### src/rtl/button_press_classifier_if.sv
// Interface: button_press_classifier_if
// Purpose : Bundles the filtered button level and the classified event outputs
//           of button_press_classifier.
// Signals :
//   btn_stable    filtered button level, 1 = pressed
//   press_pulse   1-cycle pulse on press detection
//   short_press   1-cycle pulse on release before the long threshold
//   long_press    1-cycle pulse when the long threshold is reached
//   repeat_pulse  1-cycle pulse every repeat period while long-held
//   release_pulse 1-cycle pulse on any release
//   held          level, 1 while the button is long-held
//   event_count   running count of short + long events, wraps modulo 256
// Modports:
//   master - the button filter / consumer side (drives btn_stable)
//   slave  - the classifier itself (drives the events)
interface button_press_classifier_if;
  logic       btn_stable;
  logic       press_pulse;
  logic       short_press;
  logic       long_press;
  logic       repeat_pulse;
  logic       release_pulse;
  logic       held;
  logic [7:0] event_count;

  modport master (
    output btn_stable,
    input  press_pulse, short_press, long_press, repeat_pulse,
           release_pulse, held, event_count
  );

  modport slave (
    input  btn_stable,
    output press_pulse, short_press, long_press, repeat_pulse,
           release_pulse, held, event_count
  );
endinterface

### src/rtl/button_press_classifier.sv
// Module : button_press_classifier
// Purpose: Turns the filtered push-button level into press, short press,
//          long press, auto-repeat and release events. All outputs are
//          registered, so every event appears in the cycle after the clock
//          edge that sampled the deciding btn_stable value.
// Ports  :
//   clk   in  system clock, rising edge
//   rstn  in  asynchronous active-low reset
//   bus   slave modport of button_press_classifier_if (btn_stable in,
//         event pulses / held / event_count out)
// Parameters:
//   LONG_CYCLES   high samples after press entry that make a long press (>=2)
//   REPEAT_CYCLES cycles between repeat pulses once long-held (>=2)
//   CNT_W         width of the duration counters, must hold LONG_CYCLES
module button_press_classifier #(
  parameter int LONG_CYCLES   = 25_000_000,
  parameter int REPEAT_CYCLES = 5_000_000,
  parameter int CNT_W         = 25
) (
  input  logic                        clk,
  input  logic                        rstn,
  button_press_classifier_if.slave    bus
);

  typedef enum logic [1:0] {
    ST_IDLE,
    ST_PRESSED,
    ST_LONG_HELD
  } state_t;

  localparam logic [CNT_W-1:0] LONG_LAST   = CNT_W'(LONG_CYCLES - 1);
  localparam logic [CNT_W-1:0] REPEAT_LAST = CNT_W'(REPEAT_CYCLES - 1);

  state_t           state_q, state_d;
  logic [CNT_W-1:0] dcnt_q, dcnt_d;
  logic [CNT_W-1:0] rcnt_q, rcnt_d;
  logic [7:0]       event_count_q, event_count_d;
  logic             press_q, press_d;
  logic             short_q, short_d;
  logic             long_q, long_d;
  logic             repeat_q, repeat_d;
  logic             release_q, release_d;
  logic             held_q, held_d;

  // Next-state logic. Pulse outputs are computed here from the current sample
  // and registered below, so they last exactly one cycle.
  always_comb begin
    state_d       = state_q;
    dcnt_d        = dcnt_q;
    rcnt_d        = rcnt_q;
    event_count_d = event_count_q;
    press_d       = 1'b0;
    short_d       = 1'b0;
    long_d        = 1'b0;
    repeat_d      = 1'b0;
    release_d     = 1'b0;
    held_d        = 1'b0;

    case (state_q)
      ST_IDLE: begin
        if (bus.btn_stable) begin
          state_d = ST_PRESSED;
          dcnt_d  = '0;
          press_d = 1'b1;
        end
      end

      ST_PRESSED: begin
        if (!bus.btn_stable) begin
          state_d       = ST_IDLE;
          dcnt_d        = '0;
          short_d       = 1'b1;
          release_d     = 1'b1;
          event_count_d = event_count_q + 8'd1;
        end else if (dcnt_q == LONG_LAST) begin
          // dcnt lags the edge index by one, so this fires after
          // LONG_CYCLES+1 high samples including the entry sample.
          state_d       = ST_LONG_HELD;
          dcnt_d        = '0;
          rcnt_d        = '0;
          long_d        = 1'b1;
          held_d        = 1'b1;
          event_count_d = event_count_q + 8'd1;
        end else begin
          dcnt_d = dcnt_q + 1'b1;
        end
      end

      ST_LONG_HELD: begin
        if (!bus.btn_stable) begin
          state_d   = ST_IDLE;
          rcnt_d    = '0;
          release_d = 1'b1;
        end else begin
          held_d = 1'b1;
          if (rcnt_q == REPEAT_LAST) begin
            repeat_d = 1'b1;
            rcnt_d   = '0;
          end else begin
            rcnt_d = rcnt_q + 1'b1;
          end
        end
      end

      default: begin
        state_d = ST_IDLE;
        dcnt_d  = '0;
        rcnt_d  = '0;
      end
    endcase
  end

  // State, counters and registered outputs; reset drops everything at once,
  // including mid-press, without producing a release event.
  always_ff @(posedge clk or negedge rstn) begin
    if (!rstn) begin
      state_q       <= ST_IDLE;
      dcnt_q        <= '0;
      rcnt_q        <= '0;
      event_count_q <= '0;
      press_q       <= 1'b0;
      short_q       <= 1'b0;
      long_q        <= 1'b0;
      repeat_q      <= 1'b0;
      release_q     <= 1'b0;
      held_q        <= 1'b0;
    end else begin
      state_q       <= state_d;
      dcnt_q        <= dcnt_d;
      rcnt_q        <= rcnt_d;
      event_count_q <= event_count_d;
      press_q       <= press_d;
      short_q       <= short_d;
      long_q        <= long_d;
      repeat_q      <= repeat_d;
      release_q     <= release_d;
      held_q        <= held_d;
    end
  end

  assign bus.press_pulse   = press_q;
  assign bus.short_press   = short_q;
  assign bus.long_press    = long_q;
  assign bus.repeat_pulse  = repeat_q;
  assign bus.release_pulse = release_q;
  assign bus.held          = held_q;
  assign bus.event_count   = event_count_q;

endmodule

### src/flat_wrapper.sv
// flat-port wrapper written by rule: the top's interface ports become plain ports
module button_press_classifier_flat 
#(
  parameter int LONG_CYCLES   = 25_000_000,
  parameter int REPEAT_CYCLES = 5_000_000,
  parameter int CNT_W         = 25
)
  (clk, rstn, bus_btn_stable, bus_press_pulse, bus_short_press, bus_long_press, bus_repeat_pulse, bus_release_pulse, bus_held, bus_event_count);
  button_press_classifier_if bus_i ();
  input  logic clk;
  input  logic rstn;
  input wire logic [$bits(bus_i.btn_stable)-1:0] bus_btn_stable;
  output wire logic [$bits(bus_i.press_pulse)-1:0] bus_press_pulse;
  output wire logic [$bits(bus_i.short_press)-1:0] bus_short_press;
  output wire logic [$bits(bus_i.long_press)-1:0] bus_long_press;
  output wire logic [$bits(bus_i.repeat_pulse)-1:0] bus_repeat_pulse;
  output wire logic [$bits(bus_i.release_pulse)-1:0] bus_release_pulse;
  output wire logic [$bits(bus_i.held)-1:0] bus_held;
  output wire logic [$bits(bus_i.event_count)-1:0] bus_event_count;
  assign bus_i.btn_stable = bus_btn_stable;
  assign bus_press_pulse = bus_i.press_pulse;
  assign bus_short_press = bus_i.short_press;
  assign bus_long_press = bus_i.long_press;
  assign bus_repeat_pulse = bus_i.repeat_pulse;
  assign bus_release_pulse = bus_i.release_pulse;
  assign bus_held = bus_i.held;
  assign bus_event_count = bus_i.event_count;
  button_press_classifier #(.LONG_CYCLES(LONG_CYCLES), .REPEAT_CYCLES(REPEAT_CYCLES), .CNT_W(CNT_W)) u_core (.clk(clk), .rstn(rstn), .bus(bus_i));
endmodule
### config.mk
export PLATFORM = sky130hd
export DESIGN_NAME = button_press_classifier_flat
export DESIGN_NICKNAME = d
export VERILOG_FILES = /design/src/rtl/button_press_classifier_if.sv /design/src/rtl/button_press_classifier.sv /design/src/flat_wrapper.sv
export SDC_FILE = /design/constraint.sdc
export NUM_CORES = 1
export LEC_CHECK = 0
export CELL_PAD_IN_SITES_DETAIL_PLACEMENT = 1
export CELL_PAD_IN_SITES_GLOBAL_PLACEMENT = 1
export CORE_MARGIN = 2
export CORE_UTILIZATION = 50
export DETAILED_ROUTE_END_ITERATION = 10
export PLACE_DENSITY = 0.84
export SLEW_MARGIN = 10
export SYNTH_ARGS = -nofsm -noshare
export SYNTH_HDL_FRONTEND = slang
export SYNTH_SLANG_ARGS = --single-unit
### constraint.sdc
create_clock -name clk -period 4.6 [get_ports clk]
set_clock_uncertainty 0.05 [all_clocks]
set_input_delay 0.46 -clock clk [delete_from_list [all_inputs] [get_ports clk]]
set_output_delay 0.46 -clock clk [all_outputs]
set_load 0.03 [all_outputs]
# Word-level counts from Yosys, hierarchy flattened
# Index checks and enable logic that the tools add are counted.
# W data, S select, Z words.
word_totals:
  regBits: 66
  latchBits: 0
  mem_bits_rw: 0
  romBits: 0
  inputBits: 3
  output_inout_bits: 14
  word_cells: 59
  mem_count: 0
op_classes:
  add_sub_neg: 3
  n_mul: 0
  div_mod_pow: 0
  n_lt_le_gt_ge: 0
  eq_ne: 10
  n_shift: 0
  muxes: 28
  bitwise: 2
  n_reduce_logical: 6
op_table:
  columns: ["op", "n"]
  rows:
  - ["$mux W25", 7]
  - ["$pmux W25 S3", 2]
  - ["$add A25 B1 Y25 const B", 2]
  - ["$eq A25 B23 Y1 const B", 1]
  - ["$eq A25 B25 Y1 const B", 1]
  - ["$mux W8", 2]
  - ["$mux W1", 11]
  - ["$add A8 B1 Y8 const B", 1]
  - ["$mux W2", 4]
  - ["$ne A2 B2 Y1 const B", 3]
  - ["$pmux W2 S3", 1]
  - ["$reduce_and A3 Y1", 2]
  - ["$ne A2 B1 Y1 const B", 2]
  - ["$reduce_and A2 Y1", 2]
  - ["$ne A3 B2 Y1 const B", 1]
  - ["$eq A2 B1 Y1 const B", 1]
  - ["$eq A2 B2 Y1 const B", 1]
  - ["$logic_not A2 Y1", 1]
  - ["$not A1 Y1", 2]
  - ["$pmux W1 S2", 1]
  - ["$reduce_or A2 Y1", 1]

# Depth between registers and ports, before layout
# Gate-level depths: netlist (run 1).
logic_depth:
  ltp_word: 4
  ltp_mapped: 10
  depth_no_buf: 7

# Worst setup path after synthesis (run 1)
# No wires, ideal clock.
synth_path:
  path_kind: "register to register"
  from: "register u_core.state_q[1]"
  to: "register u_core.dcnt_q[24]"
  setup_ns: 0.077
  t_arrival_ns: 2.044
  required_time_ns: 4.473
  setup_slack_ns: 2.429
  path_stages_with_launch: 9
  n_path_buf: 1
  period_less_slack_ns: 2.171
  cell_sequence: "dfrtp_1 inv_1 ha_1 nor2b_4 buf_6 nor4b_4 nand4_2 or3_1 a21oi_1"
synth_between:
  elab_chain_cells: 3
  elab_cells_between_ends: 7
  cone_classes: "eq/ne (3); mux (1); bitwise (1); reduce/logical (2)"
synth_rtl:
  columns: ["element", "line_no", "text"]
  rows:
  - ["from (decl)", "button_press_classifier.sv:34", "state_t state_q, state_d;"]
  - ["from (signal assigned)", "button_press_classifier.sv:128", "state_q <= state_d;"]
  - ["$logic_not A2 Y1 / $eq A2 B2 Y1 (equally long branches)", "button_press_classifier.sv:59", "case (state_q)"]
  - ["$ne A2 B2 Y1 (no source line) / $not A1 Y1 (equally long branches)", null, null]
  - ["$reduce_and A2 Y1 (no source line)", null, null]
  - ["to (signal assigned)", "button_press_classifier.sv:129", "dcnt_q <= dcnt_d;"]
  - ["to (decl)", "button_press_classifier.sv:35", "logic [CNT_W-1:0] dcnt_q, dcnt_d;"]
# Parallel ways exist; a longest one is shown, timed or not.
# A chain may end at the register's enable or synchronous reset.

# Final worst setup path (run 1)
layout_path:
  from: "register u_core.state_q[0]"
  to: "register u_core.rcnt_q[10]"
layout_between:
  elab_chain_cells: 3
  elab_cells_between_ends: 8
  cone_classes: "eq/ne (4); mux (1); bitwise (1); reduce/logical (2)"
layout_rtl:
  columns: ["element", "line_no", "text"]
  rows:
  - ["$eq A2 B1 Y1 / $logic_not A2 Y1 (equally long branches)", "button_press_classifier.sv:59", null]
  - ["$ne A2 B1 Y1 (no source line) (tied with other cells)", null, null]
  - ["$reduce_and A3 Y1 (no source line)", null, null]
  - ["to (signal assigned)", "button_press_classifier.sv:130", "rcnt_q <= rcnt_d;"]
  - ["to (decl)", "button_press_classifier.sv:36", "logic [CNT_W-1:0] rcnt_q, rcnt_d;"]
# Parallel ways exist; a longest one is shown, timed or not.

==> impl_metrics.csv, run 1 <==
group,metric,value,unit
run_status,outcome,"finished, final reports clean",
global_routing,grt_max_degree,43,
sta,rsz0062_at_grt,"false",
cells_and_area,drive_gt1_share,10.2,%
critical_path,timing.critical_path.slowest_cell_delay,650,ps
cts,postCtsHoldBufs,0,
route,wl,8.95,mm
route,drt_iter0_drc,156,
cts,clock-root-buffer,"clkbuf_8",
die,fp-row-count,31,
synthesis,ys_seq_elements,66,
critical_path,path_cells,"inv_1, ha_1, nand2_1, nor2_1, o41a_1, buf_4, nand3_1, a31oi_1",
die,start_util,50.9,%
power,leakagePower,1.67,nW
critical_path,crit_buf_inv,2,
critical_path,cp-end-kind,"flop",
placed_design,gp_routability_congestion,0.776,
cts,clock_sinks,66,
global_routing,grt_pass1_wl,15.1,mm
synthesis,synth_edf_count,0,
critical_path,crit_fanout,18,
critical_path,reg2reg_depth,8,
synthesis,yosys_warnings,0,
synthesis,seq_area_frac_synth,45.2,%
cells_and_area,finalNetCount,398,
cells_and_area,diodes,0,
cts,postCtsResizedCells,0,
cts,cts_max_level,3,
critical_path,cp.arrival,2920,ps
synthesis,async_flop_share,100,%
global_routing,globalRouteTotalUtil,24.6,%
sta,tightest_slew,985,ps
critical_path,cp-start-kind,"flop",
critical_path,cp_num_cells,8,
die,design.core.area,0.00718,mm2
sta,report.final.slew_viol_count,0,
global_routing,grt-ovfl-total,0,
placed_design,dp_cells,477,
synthesis,syn_inst,374,
sta,min_period_over_period,58.8,%
cells_and_area,stdcell_count,493,
synthesis,synth.net_count,383,
route,vias,3004,
critical_path,r2r_slack,1900,ps
sta,setup_viol,0,
critical_path,startpoint,"u_core.state_q[0]",
sta,post-route-min-period,2700,ps
synthesis,ys_types,53,
route,antenna_left,0,
sta,hold_viol_final,0,
sta,hold_ws,205,ps
synthesis,syn_area_per_cell,9.77,um2
synthesis,synthFlopType,"dfrtp_1",
sta,setup-tns-final,0,ps
power,irDropWorstVdd,244,uV
sta,max-slew-margin-rel,33.8,%
cts,clockBufferDepth,2,
critical_path,endpoint,"u_core.rcnt_q[10]",
critical_path,reg2reg_from,"u_core.state_q[0]",
route,avgRoutedWirePerCell,18.2,um
route,dr.pass1.iters,5,
route,via_per_inst,6.09,
die,die_h,89.5,um
critical_path,crit_family,"compound AO/OA/AOI/OAI gates",
sta,setup_slack,1900,ps
die,io_pins,17,
placed_design,place_hpwl,6.28,mm
placed_design,post-place-ws,1690,ps
cts,postCtsSetupRepairBufs,0,
synthesis,syn_area,0.00365,mm2
global_routing,first_global_vias,3167,
placed_design,io_buffers,16,
cts,numCtsBuffers,9,
global_routing,antenna_found_initial,0,
hold_path,hp-class,"in -> async",
sta,clock.fmax,0.370,GHz
cts,cts_tree,"built",
critical_path,crit_path_top_delay_cell,"o41a_1",
die,fp.dieW,89.5,um
critical_path,r2r-end,"u_core.rcnt_q[10]",
route,drc,0,
critical_path,critPathKind,"reg -> reg",
cts,clk_pin_slew,70,ps
critical_path,required,4820,ps
power,power_density,400,mW/mm2
cts,worstSkewPairLatency,350,ps
flow_run,drv_cap,0,
die,dieArea,0.00801,mm2
cells_and_area,layout-area-overhead-vs-synth,11.8,%
## layer usage
| layer | track usage, % | share of wire (%) | vias up |
|---|---|---|---|
| met5 | 0 | 0 | - |
| met4 | 11.1 | 2.0 | 0 |
| met3 | 3.14 | 2.1 | 19 |
| met2 | 42.2 | 51 | 38 |
| met1 | 31.0 | 45 | 1527 |
| li1 | - | - | 1420 |
## synth_stat cells (all sizes together) (6+ instances only)
cell type	number	area [um2]
a31oi	22	138
and2	10	62.6
and3	15	93.8
and4	7	61.3
buf	16	91.3
dfrtp	66	1650
ha	6	75.1
inv	8	30.0
nand2	23	86.3
nand3	25	125
nand4	25	175
nor2	39	146
nor2b	8	57.6
nor3	8	40.0
nor4	7	56.3
o21ai	8	43.8
o311ai	6	52.6
or3	6	37.5
xnor2	13	114
xor2	15	131
## sequential cells by signal, summed over array words and instances (netlist names)
register / cells
u_core.bus.event_count: 8
u_core.bus.held: 1
u_core.bus.long_press: 1
u_core.bus.press_pulse: 1
u_core.bus.release_pulse: 1
u_core.bus.repeat_pulse: 1
u_core.bus.short_press: 1
u_core.dcnt_q: 25
u_core.rcnt_q: 25
u_core.state_q: 2
## worst min-delay path by stage
stage	startpoint	end	slack, ps	cells after the start
detailed placement	u_core.bus.event_count[7]	u_core.bus.event_count[7]	440	1
global placement	u_core.bus.event_count[7]	u_core.bus.event_count[7]	410	1
CTS	rstn	u_core.dcnt_q[3]	230	1
floorplan	rstn	u_core.bus.event_count[0]	110	0
finish	rstn	u_core.dcnt_q[2]	210	1
global route	rstn	u_core.dcnt_q[3]	290	1
## layout make-up
cell class              instances  area, um2
flip-flops and latches         66       1650
multi-input cells             282       1870
clock inverters                 4       50.0
clock buffers                  12        155
fillers                       804       3090
inverters                       8       30.0
well taps                      99        124
repair buffers                 22        200
## logic make-up (layout without fill, tap and decap cells)
| logic type | Yosys count | count (layout) | share of synthesized area, % |
|---|---|---|---|
| buffers and inverters | 26 | 46 | 3.53 |
| muxes | 4 | 4 | 1.13 |
| and+or+nand+nor | 183 | 183 | 28.6 |
| AOI/OAI and AO/OA | 61 | 61 | 12.8 |
| adders and majority gates | 6 | 6 | 2.05 |
| xor gates and xnor gates | 28 | 28 | 6.71 |
| DFF | 66 | 66 | 45.2 |
## cells in the final DEF (no fill, tap or decap), types with 5 or more instances in the layout
cell,instances
nand3_1,25
inv_1,8
nand4_1,22
and3_1,15
dfrtp_1,66
nor2b_1,7
a31oi_1,22
xnor2_1,13
buf_4,6
xor2_1,15
nand2_1,23
nor2_1,39
nor4_1,5
clkbuf_8,11
or3_1,6
and2_1,10
clkdlybuf4s50_1,15
ha_1,6
and4_1,7
o21ai_0,6
nor3_1,8
## stage by stage
stage	cell area, um2	utilization [%]	total power (W)
6_report	4090	56.9	0.00164
3_5_place_dp	3880	54.1	0.00114
5_1_grt	4090	56.9	0.00172
4_1_cts	4090	56.9	0.00165
3_3_place_gp	3880	54.1	0.00112
2_1_floorplan	3650	-	0.000980
## report_power, final
group / switching [W] / internal (W) / total, W
sequential: 0.0000405 / 0.000621 / 0.000662
clock: 0.000229 / 0.000279 / 0.000508
combinational: 0.000307 / 0.000159 / 0.000466
Note: power is estimated with default switching activity, not from simulation.
==> inputs of run 2 (changes only) <==
--- a/config.mk
+++ b/config.mk
@@ -8,9 +8,9 @@
 export CELL_PAD_IN_SITES_DETAIL_PLACEMENT = 1
 export CELL_PAD_IN_SITES_GLOBAL_PLACEMENT = 1
 export CORE_MARGIN = 2
-export CORE_UTILIZATION = 50
+export CORE_UTILIZATION = 43
 export DETAILED_ROUTE_END_ITERATION = 10
-export PLACE_DENSITY = 0.84
+export PLACE_DENSITY = 0.77
 export SLEW_MARGIN = 10
 export SYNTH_ARGS = -nofsm -noshare
 export SYNTH_HDL_FRONTEND = slang
==> constraint.sdc (replaced) <==
create_clock -name clk -period 2.2 [get_ports clk]
set_clock_uncertainty 0.05 [all_clocks]
set_input_delay 0.22 -clock clk [delete_from_list [all_inputs] [get_ports clk]]
set_output_delay 0.22 -clock clk [all_outputs]
set_load 0.03 [all_outputs]
==> impl_metrics.csv, run 2 (same netlist as run 1, synthesis figures left out) <==
group,metric,value,unit
die,die_h,96.2,um
cts,cts_max_level,3,
global_routing,globalRouteTotalUtil,23.9,%
critical_path,critPathKind,"reg -> reg",
power,p_sw,0.00128,W
sta,report.final.slew_viol_count,0,
route,vias,3257,
critical_path,path_cells,"nor4_4, nand4_2, o21a_2, buf_4, o311ai_1, nor2b_1",
die,start_util,44.5,%
flow_run,drv_cap,0,
cts,clk_pin_slew,80,ps
critical_path,cp-start-kind,"flop",
critical_path,crit_fanout,9,
power,p_comb_share,30.8,%
cells_and_area,mostFrequentLayoutCells,"dfrtp_1 (66), buf_4 (46), nor2_1 (38), nand3_1 (23)",
route,wl,10.8,mm
hold_path,hp-class,"in -> async",
sta,tightest_slew,366,ps
cells_and_area,stdcell_count,544,
cells_and_area,final_common_cell,"dfrtp_1",
power,p_seq_share,36.8,%
placed_design,post-place-ws,-122,ps
global_routing,grt_pass1_wl,16.9,mm
critical_path,reg2reg_from,"u_core.dcnt_q[10]",
sta,hold_viol_final,0,
critical_path,crit_buf_inv,1,
power,intPower,0.00248,W
die,fp.dieW,96.2,um
die,design.core.area,0.00822,mm2
route,dr.pass1.iters,4,
run_status,outcome,"finished, final reports clean",
global_routing,grt_max_degree,67,
cells_and_area,drive_gt1_share,22.3,%
placed_design,dp_cells,516,
cts,clock-root-buffer,"clkbuf_8",
critical_path,r2r_slack,10,ps
placed_design,gp_routability_congestion,0.858,
route,drt_iter0_drc,133,
global_routing,antenna_found_initial,0,
route,via_per_inst,5.99,
cells_and_area,diodes,0,
sta,post-route-min-period,2190,ps
cts,numCtsBuffers,9,
cells_and_area,finalNetCount,443,
sta,setup_slack,12.6,ps
cells_and_area,fillCellCount,913,
critical_path,crit_family,"simple AND/OR/NAND/NOR gates",
power,p_sw_share,34.1,%
route,drc,0,
route,avgRoutedWirePerCell,19.8,um
critical_path,cp-end-kind,"flop",
power,p_total,0.00376,W
cts,cts_tree,"built",
cts,clockBufferDepth,2,
global_routing,grt-ovfl-total,0,
cts,clock_sinks,66,
sta,clock.fmax,0.457,GHz
global_routing,first_global_vias,3471,
critical_path,reg2reg_depth,6,
critical_path,cp_num_cells,6,
cells_and_area,layout-area-overhead-vs-synth,26.2,%
critical_path,cp.arrival,2420,ps
die,io_pins,17,
placed_design,io_buffers,16,
critical_path,timing.critical_path.slowest_cell_delay,440,ps
cts,worstSkewPairLatency,350,ps
critical_path,required,2430,ps
sta,max-slew-margin-rel,75.6,%
sta,setup_viol,0,
power,leakagePower,1.94,nW
power,power_frac_clock,32.4,%
power,power_density,816,mW/mm2
route,antenna_left,0,
sta,min_period_over_period,99.4,%
critical_path,crit_path_top_delay_cell,"dfrtp_1",
die,fp-row-count,33,
placed_design,place_hpwl,6.81,mm
critical_path,r2r-end,"u_core.rcnt_q[15]",
power,irDropWorstVdd,648,uV
die,dieArea,0.00925,mm2
-- run 2: cell types whose count changed in the layout (fill, tap and decap cells not counted), sizes merged --
cell and delta:
buf +43, bufinv +1, clkdlybuf4s15 +1, clkinvlp -1
dlygate4sd3 +1
-- run 2: power groups by stage --
stage / combinational [W] / sequential, W / clock (W)
after floorplan: 0.000531 / 0.00152 / 0
after CTS: 0.00111 / 0.00139 / 0.00124
after global routing: 0.00123 / 0.00140 / 0.00129
after global placement: 0.00105 / 0.00140 / 0
final: 0.00116 / 0.00138 / 0.00122
after detailed placement: 0.00109 / 0.00141 / 0
-- run 2: worst register-to-register path: stages (launching register included) --
cell and delay [ps]:
dfrtp_1 440, nor4_4 350, nand4_2 220, o21a_2 340, buf_4 190, o311ai_1 360
nor2b_1 190
-- run 2: per-layer routing --
metal  vias to the layer above  track usage [%]  part of all wire (%)
li1                       1513                -                     -
met1                      1682             28.8                    43
met2                        48             42.3                    53
met3                        14             5.40                   2.8
met4                         0             6.90                   1.6
met5                         -                0                     0
-- run 2: cell type report --
type / instances / area (um2) / share of cell area (%)
clock inverters: 4 / 72.6 / 1.57
well taps: 105 / 131 / 2.85
clock buffers: 12 / 165 / 3.58
inverters: 8 / 30.0 / 0.651
repair buffers: 67 / 582 / 12.6
flip-flops and latches: 66 / 1650 / 35.8
multi-input cells: 282 / 1980 / 42.9
-- run 2: worst max-delay path by stage --
stage | endpoint | slack, ps | startpoint
finish | u_core.rcnt_q[15] | 10 | u_core.dcnt_q[10]
detailed placement | u_core.rcnt_q[17] | -120 | u_core.dcnt_q[10]
floorplan | u_core.dcnt_q[24] | 30 | u_core.state_q[1]
CTS | u_core.rcnt_q[15] | 10 | u_core.dcnt_q[10]
global placement | u_core.rcnt_q[21] | -30 | u_core.dcnt_q[10]
global route | u_core.rcnt_q[23] | -90 | u_core.rcnt_q[0]
-- run 2: through the flow --
stage | hold slack, ps | utilization, % | TNS [ps] | area, um2
final | 357 | 56.1 | 0 | 4610
after global routing | 432 | 56.1 | -622 | 4610
after CTS | 373 | 54.2 | 0 | 4460
after detailed placement | 220 | 50.8 | -718 | 4170
after global placement | 213 | 50.8 | -73.6 | 4170
after floorplan | -126 | - | 0 | 3650
-- run 2: what timing repair did --
item,4_1_cts,5_1_grt
endpoints found under the hold margin,66,0
pin swaps,2,5
buffers inserted,3,7
hold buffers,1,0
setup endpoints to repair,12,22
cloned,0,1
gates resized for setup,3,17
==> patch, RTL diff (settings of run 2) <==
`CNT_W` is set to 25 in 2 places; all go to 21.
--- a/src/rtl/button_press_classifier.sv
+++ b/src/rtl/button_press_classifier.sv
@@ -17,3 +17,3 @@
   parameter int REPEAT_CYCLES = 5_000_000,
-  parameter int CNT_W         = 25
+  parameter int CNT_W         = 21
 ) (
--- a/src/flat_wrapper.sv
+++ b/src/flat_wrapper.sv
@@ -5,3 +5,3 @@
   parameter int REPEAT_CYCLES = 5_000_000,
-  parameter int CNT_W         = 25
+  parameter int CNT_W         = 21
 )
Check against the original RTL: same outputs for any inputs over 10 cycles, from zero or initial values and one cycle with rstn low; that may be too few to reach the edited logic, so the function may still have changed.
==> patch against run 2 <==
The flow now finishes with violations (setup timing); sequential share of layout area decreased by 1.1 points; worst setup slack got worse by 91 ps; critical endpoint is now u_core.rcnt_q[20]$_DFFE_PN0P_; total power is 5.4% lower; final area shrank 9.2%; critical path depth did not move; wire length fell by 12%; sequential cell count shrank 8; global-route usage grew 0.83 points; count of clock-buffer cells in the layout shrank 2; largest cell class unchanged; area after synthesis fell by 14%; cell count decreased by 3.9%.
==> patch: results (changes against run 2) <==
CP max-delay cell=or4b_4; vias per cell=5.71 (-4.6%); delay-heaviest family, CP=simple AND/OR/NAND/NOR gates; Detailed Place HPWL=6.47 mm (-5.1%); layout cell share with drive strength beyond 1=0.245 (+0.0220); final worst slack=-78.9 ps (-91.5 ps); status=finished with violations; failing checks=setup timing; H-tree levels=3 (unchanged); Worst Tran Pin Value=607 ps (+241 ps); DR WL met2=4.87 mm (-14%); met3 routed WL=253 um (-15%); WL per Instance=18.2 um (-8.2%); VDD IR max=511 uV (-21%); Syn Nets=355 (-7.3%); leakage dissipation=0.00178 uW (-7.8%); CP peak stage delay=540 ps (+100 ps); WL met1=4.17 mm (-10%); Nets=428 (-3.4%); GPL Wtd Cong=0.832 (-3.1%); origin of the critical flop-to-flop path=u_core.dcnt_q[15]$_DFFE_PN0P_; Final setup viols=14 (+14); pin count of the biggest net entering global routing=36 (-46%); worst-path fanout max=5 (-4); vias in the first global route=3160 (-9.0%); post-synthesis sequential area ratio=0.460 (+0.00769); Area contributors post-synth=dfrtp_1 (46%), nand2_1 (4.4%), o21ai_0 (4.3%); DRT iter0 DRCs=103 (-23%); global-route wire length before repair=15.9 mm (-6.1%); Netlist cell types=45 (-15%); CP Capture Type=flop; list of most frequent post-synthesis cells=dfrtp_1 (58), nand2_1 (37), nor2_1 (33); register-to-register setup slack=-80 ps (-90 ps); Crit. Startpoint=u_core.dcnt_q[15]$_DFFE_PN0P_; TNS Setup=-436 ps (-436 ps); worst reg2reg endpoint=u_core.rcnt_q[20]$_DFFE_PN0P_
patch: power breakdown:
group | internal (uW) | switching [uW] | total (uW)
combinational | 467 | 647 | 1110
clock | 747 | 454 | 1200
sequential | 1150 | 93.7 | 1240
patch: kinds of logic after synthesis:
group           synth area share
fa+ha+maj                 0.0238
buf+inv                   0.0384
flops                      0.460
compound gates             0.158
mux                      0.00713
xor+xnor                  0.0471
simple gates               0.266
patch: worst min-delay path by stage:
stage,start,to,slack [ps],cells past startpoint
2_1_floorplan,rstn,u_core.bus.event_count[0]$_DFFE_PN0P_,-130,0
3_3_place_gp,rstn,u_core.dcnt_q[19]$_DFFE_PN0P_,230,1
3_5_place_dp,rstn,u_core.dcnt_q[19]$_DFFE_PN0P_,210,1
4_1_cts,rstn,u_core.dcnt_q[19]$_DFFE_PN0P_,370,2
5_1_grt,rstn,u_core.dcnt_q[20]$_DFFE_PN0P_,410,2
6_report,rstn,u_core.dcnt_q[19]$_DFFE_PN0P_,360,2
patch: layout make-up:
cell class / count / area [sq um]
fill: 809 / 2990
multi-input combinational: 260 / 1700
sequential: 58 / 1450
timing repair buffer: 73 / 617
clock buffer: 10 / 128
tap: 99 / 124
clock inverter: 6 / 105
inverter: 17 / 63.8
patch: metal layers:
layer,global-route usage,up-vias
met3,0.0453,16
li1,-,1403
met5,0,-
met2,0.427,41
met1,0.300,1528
met4,0.115,0
patch: repair_timing:
| action | in CTS | in global routing |
|---|---|---|
| hold buffers | 1 | 0 |
| setup buffers | 5 | 6 |
| gates cloned | 1 | 0 |
| pin swaps | 4 | 13 |
| setup endpoints to repair | 36 | 43 |
| gates resized for setup | 6 | 25 |
| hold endpoints to repair | 23 | 0 |
patch: through the flow:
step                 util  cells  cell area (sq um)  setup slack (ps)  power (uW)
global placement    0.521    495               3740             -18.3        2170
CTS                 0.567    518               4070             -65.4        3480
global route        0.584    523               4190              -128        3740
floorplan               -    346               3170             -98.3        1810
finish              0.584    523               4190             -78.9        3560
detailed placement  0.521    495               3740              -132        2210
